==> src/rtl/dmem_port_arbiter.sv <==
`default_nettype none
// ==== dmem_port_arbiter: core/external arbiter for the single-port data memory, rev 1.0 ====
// ==== Define DMEM_ARB_STATS_EN to enable the stall_cycles_o / ext_accesses_o counters    ====
module dmem_port_arbiter #(
  parameter int DATA_WIDTH   = 32,
  parameter int ADDR_WIDTH   = 32,
  parameter int STARVE_LIMIT = 4,
  parameter int MAX_BURST    = 8
) (
  input  logic                  clk,
  input  logic                  reset,
  input  logic                  core_mem_read_i,
  input  logic                  core_mem_write_i,
  input  logic [ADDR_WIDTH-1:0] core_addr_i,
  input  logic [DATA_WIDTH-1:0] core_wdata_i,
  output logic [DATA_WIDTH-1:0] core_rdata_o,
  output logic                  core_stall_o,
  input  logic                  ext_req_i,
  input  logic                  ext_we_i,
  input  logic [ADDR_WIDTH-1:0] ext_addr_i,
  input  logic [DATA_WIDTH-1:0] ext_wdata_i,
  output logic                  ext_gnt_o,
  output logic                  ext_rvalid_o,
  output logic [DATA_WIDTH-1:0] ext_rdata_o,
  output logic                  mem_read_o,
  output logic                  mem_write_o,
  output logic [ADDR_WIDTH-1:0] mem_addr_o,
  output logic [DATA_WIDTH-1:0] mem_wdata_o,
  input  logic [DATA_WIDTH-1:0] mem_rdata_i,
  output logic [31:0]           stall_cycles_o,
  output logic [31:0]           ext_accesses_o
);

  localparam int SW = $clog2(STARVE_LIMIT + 1);
  localparam int BW = $clog2(MAX_BURST + 1);
  localparam logic [SW-1:0] STARVE_MAX = SW'(STARVE_LIMIT);
  localparam logic [BW-1:0] BURST_LAST = BW'(MAX_BURST - 1);

  typedef enum logic [0:0] {
    S_CORE = 1'b0,
    S_EXT  = 1'b1
  } state_t;

  state_t          state;
  state_t          next_state;
  logic [SW-1:0]   starve_cnt;
  logic [BW-1:0]   burst_cnt;
  logic            core_req;

  assign core_req     = core_mem_read_i | core_mem_write_i;
  assign core_rdata_o = mem_rdata_i;

  always_ff @(posedge clk or posedge reset) begin
    if (reset) begin
      state <= S_CORE;
    end else begin
      state <= next_state;
    end
  end

  always_comb begin
    next_state   = state;
    ext_gnt_o    = 1'b0;
    core_stall_o = 1'b0;
    mem_write_o  = core_mem_write_i;
    mem_read_o   = core_mem_read_i & ~core_mem_write_i;
    mem_addr_o   = core_addr_i;
    mem_wdata_o  = core_wdata_i;
    case (state)
      S_CORE: begin
        if (ext_req_i && (!core_req || starve_cnt == STARVE_MAX)) begin
          next_state = S_EXT;
        end
      end
      S_EXT: begin
        ext_gnt_o    = ext_req_i;
        core_stall_o = core_req;
        mem_write_o  = ext_req_i & ext_we_i;
        mem_read_o   = ext_req_i & ~ext_we_i;
        mem_addr_o   = ext_addr_i;
        mem_wdata_o  = ext_wdata_i;
        if (!ext_req_i || (core_req && burst_cnt == BURST_LAST)) begin
          next_state = S_CORE;
        end
      end
      default: next_state = S_CORE;
    endcase
  end

  // Starvation only accrues while ext is actually being held off by core traffic.
  always_ff @(posedge clk or posedge reset) begin
    if (reset) begin
      starve_cnt <= '0;
    end else if (state == S_EXT || !ext_req_i || next_state == S_EXT) begin
      starve_cnt <= '0;
    end else if (core_req && starve_cnt != STARVE_MAX) begin
      starve_cnt <= starve_cnt + 1'b1;
    end
  end

  always_ff @(posedge clk or posedge reset) begin
    if (reset) begin
      burst_cnt <= '0;
    end else if (state == S_CORE || !core_req) begin
      burst_cnt <= '0;
    end else if (ext_gnt_o) begin
      burst_cnt <= burst_cnt + 1'b1;
    end
  end

  always_ff @(posedge clk or posedge reset) begin
    if (reset) begin
      ext_rvalid_o <= 1'b0;
      ext_rdata_o  <= '0;
    end else begin
      ext_rvalid_o <= ext_gnt_o & ~ext_we_i;
      if (ext_gnt_o && !ext_we_i) begin
        ext_rdata_o <= mem_rdata_i;
      end
    end
  end

`ifdef DMEM_ARB_STATS_EN
  always_ff @(posedge clk or posedge reset) begin
    if (reset) begin
      stall_cycles_o <= '0;
      ext_accesses_o <= '0;
    end else begin
      if (core_stall_o) begin
        stall_cycles_o <= stall_cycles_o + 32'd1;
      end
      if (ext_gnt_o) begin
        ext_accesses_o <= ext_accesses_o + 32'd1;
      end
    end
  end
`else
  assign stall_cycles_o = '0;
  assign ext_accesses_o = '0;
`endif

endmodule
`default_nettype wire
==> config.mk <==
export PLATFORM = sky130hd
export DESIGN_NAME = dmem_port_arbiter
export DESIGN_NICKNAME = d
export VERILOG_FILES = /design/src/rtl/dmem_port_arbiter.sv
export SDC_FILE = /design/constraint.sdc
export NUM_CORES = 1
export LEC_CHECK = 0
export BUFFER_PORTS_ARGS = -buffer_cell sky130_fd_sc_hd__buf_2
export CORE_AREA = 2 2 140 142
export DETAILED_ROUTE_END_ITERATION = 6
export DIE_AREA = 0 0 142 144
export RECOVER_POWER = 100
export SLEW_MARGIN = 40
export SYNTH_ARGS = -nofsm -noshare
export SYNTH_HDL_FRONTEND = slang
export SYNTH_SLANG_ARGS = --single-unit
==> constraint.sdc <==
create_clock -name clk -period 1.3 [get_ports clk]
set_clock_uncertainty 0.2 [all_clocks]
set_input_delay 0.065 -clock clk [delete_from_list [all_inputs] [get_ports clk]]
set_output_delay 0.065 -clock clk [all_outputs]
set_load 0.03 [all_outputs]
==> metrics.txt <==
outcome complete, but fails checks; failing checks setup timing; Crit. End Element output port; clock-pin slew on the worst setup and hold paths 0.06 ns; IO buf count 298; P_int 4010 uW; final WL 11600 um; via count of the routed design 3091; hpwl dp 8440 um; Iter 0 DRT Violations 45; crit path max-delay cell type dfrtp_4; Crit Path Class register to output port; Top Family by Delay on Critical Path buffers and inverters; largest net degree at the start of global routing 23; maxcap violations 0; total track usage 9.99%; Clock Tree Root clkbuf_16; fmax 0.543 GHz; number of global-route vias before repair 3011; Clock Path Buffers 2; Mean Syn Cell Area 11.7 um2; initial antenna violation count 1; H-tree depth 2; logic gate share of total power 52.1%; Initial Util 17.4%; flops & latches, synth 41; final hold viol count 0; Slew HR 63.0%; Worst-Skew Late Latency 0.28 ns; DR WL/cell 13.7 um; DR pass1 iterations 4; Leak 0.00312 uW; CP Launch Type register; GPL Wtd Cong 0.848; CP Data Required Time 1.03 ns; first-pass GRT wire length 15700 um; Final nets 777; Hold WC Path Type input port to register; critical path buffer and inverter count 3; WP data arrival 1.58 ns; Die H 144 um; sequential power share 26.1%; FF+latch area 1030 um2; DRC viols 0; # setup viols final 108; setup TNS -45.53 ns; share of cells above drive strength 1 72.4%; die area 20400 um2; Antenna Cells 0; final worst path period need 1.84 ns; fin. max-slew vios 0; Least-Margin Pin Slew 0.555 ns; pre-CTS WS -0.307 ns; vias per inst 3.65; area added between synthesis and finish 77.7%; sw frac 40.1%; Synth Cell Area 3310 um2; crit-path max cell delay 0.48 ns; unrepaired setup endpoints after global routing yes; post-synthesis sequential area ratio 31.0%; period utilization 142%; leading post-synthesis cells by cell area dfrtp_1 31%, mux2_2 23%, buf_4 22%; clock network power share 21.8%; Congestion Overflow GR 0; CTS tree yes; CTS Sinks 41; CTS Buf Count 5; critical path fanouts, max 10; share of the synthesized area in the top cell type 31.0%; Synth Instances 282; Boundary Pins 363; synth warn 0; Max rail drop VDD 0.689 mV; CP cell instances buf_4, clkbuf_16, mux2_4, buf_6; area of the multi-input gates 1800 um2; largest area contributor in the netlist dfrtp_1; Die Width 142 um; post-route worst setup slack -0.542 ns; Netlist cell types 26; remaining antenna violation count 0; pwr dens 1140 nW/um2; fin util 30.8%; row count 51; Psw 2680 uW; fillers 1912; core area 19100 um2
[placed cells by master, fill, tap and decap left out, drive strengths merged]
cell / n
nand4: 1
o22ai: 1
mux2: 96
clkinv: 1
ha: 3
dfrtp: 41
nand2: 3
nor2: 8
xor2: 1
bufinv: 1
o32ai: 1
xnor2: 3
a21o: 1
a31oi: 1
conb: 64
clkbuf: 77
a22o: 1
dlygate4sd3: 33
o2111ai: 1
o21ai: 1
inv: 8
buf: 261
mux2i: 1
[synth_stat cells, drive strengths merged]
| library cell | instances |
|---|---|
| buf | 108 |
| mux2 | 96 |
| dfrtp | 41 |
| inv | 9 |
| nor2 | 8 |
| ha | 3 |
| nand2 | 3 |
| xnor2 | 3 |
| a21o | 1 |
| a22o | 1 |
| a31oi | 1 |
| conb | 1 |
| mux2i | 1 |
| nand4 | 1 |
| o2111ai | 1 |
| o21ai | 1 |
| o22ai | 1 |
| o32ai | 1 |
| xor2 | 1 |
[layer usage]
metal | wire length (um) | GRT usage, %
met3 | 1010 | 2.68
met4 | 127 | 2.47
met1 | 4410 | 11.2
met2 | 6030 | 18.8
met5 | 13 | 0
[cell families (layout without fill, tap and decap cells)]
family          count (synthesis)  in the layout  synth area share [%]
fa+ha+maj                       3              3                  1.13
simple gates                   12             12                  2.15
buf+inv                       117            381                  26.8
flops                          41             41                  31.0
other cells                     1             64                 0.113
xor+xnor                        4              4                  1.06
compound gates                  7              7                  1.55
mux                            97             97                  36.2
[worst reg2reg max path, stage by stage (launching register included)]
cell	delay (ns)
dfrtp_4	0.42
buf_4	0.14
nand2_8	0.06
nor2_8	0.19
buf_6	0.15
buf_16	0.12
mux2_4	0.29
[final cells by class]
| type | instances | share of cell area [%] |
|---|---|---|
| clock buffers | 7 | 2.42 |
| clock inverters | 1 | 0.510 |
| inverters | 9 | 0.617 |
| multi-input cells | 187 | 30.6 |
| flip-flops and latches | 41 | 17.5 |
| well taps | 238 | 5.06 |
| repair buffers | 364 | 43.3 |
[metrics by stage]
stage	power [uW]	instance area [um2]	cells	hold WS, ns
after floorplan	4140	3680	345	0.0131
after global placement	4820	4760	789	-0.0958
after detailed placement	4830	4760	789	-0.0872
after CTS	6670	5750	841	0.00985
after global routing	7010	5880	847	0.0196
final	6690	5880	847	0.0132
[registers in the layout (all words and copies together) (netlist names)]
name          flops
starve_cnt        3
ext_rvalid_o      1
state             1
burst_cnt         4
ext_rdata_o      32
[power groups by stage]
stage | clock network [uW] | logic (uW) | registers, uW
after floorplan | 0 | 1840 | 2300
after global placement | 0 | 3060 | 1760
after detailed placement | 0 | 3090 | 1740
after CTS | 1500 | 3430 | 1740
after global routing | 1550 | 3670 | 1790
final | 1460 | 3490 | 1740
[final timing paths]
check	start	cells after the start	slack (ns)	endpoint
worst max-delay path	state	4	-0.54	mem_wdata_o[19]
worst min-delay path	ext_we_i	3	0.01	ext_rvalid_o
worst max register to register	state	6	-0.38	ext_rdata_o[6]
worst min register to register	ext_rdata_o[6]	1	0.31	ext_rdata_o[6]
max in group asynchronous	reset	4	0.26	ext_rdata_o[11]
min in group asynchronous	reset	4	0.23	ext_rdata_o[29]
[timing repair]
item                       in CTS  in global routing
setup endpoints to repair     105                109
buffers inserted                8                  6
pin swaps                       1                  1
gates cloned                    3                  3
hold endpoints to repair       73                  0
gates resized for setup       106                 30
hold buffers                   33                  0
Note: power is estimated with default switching activity, not from simulation.
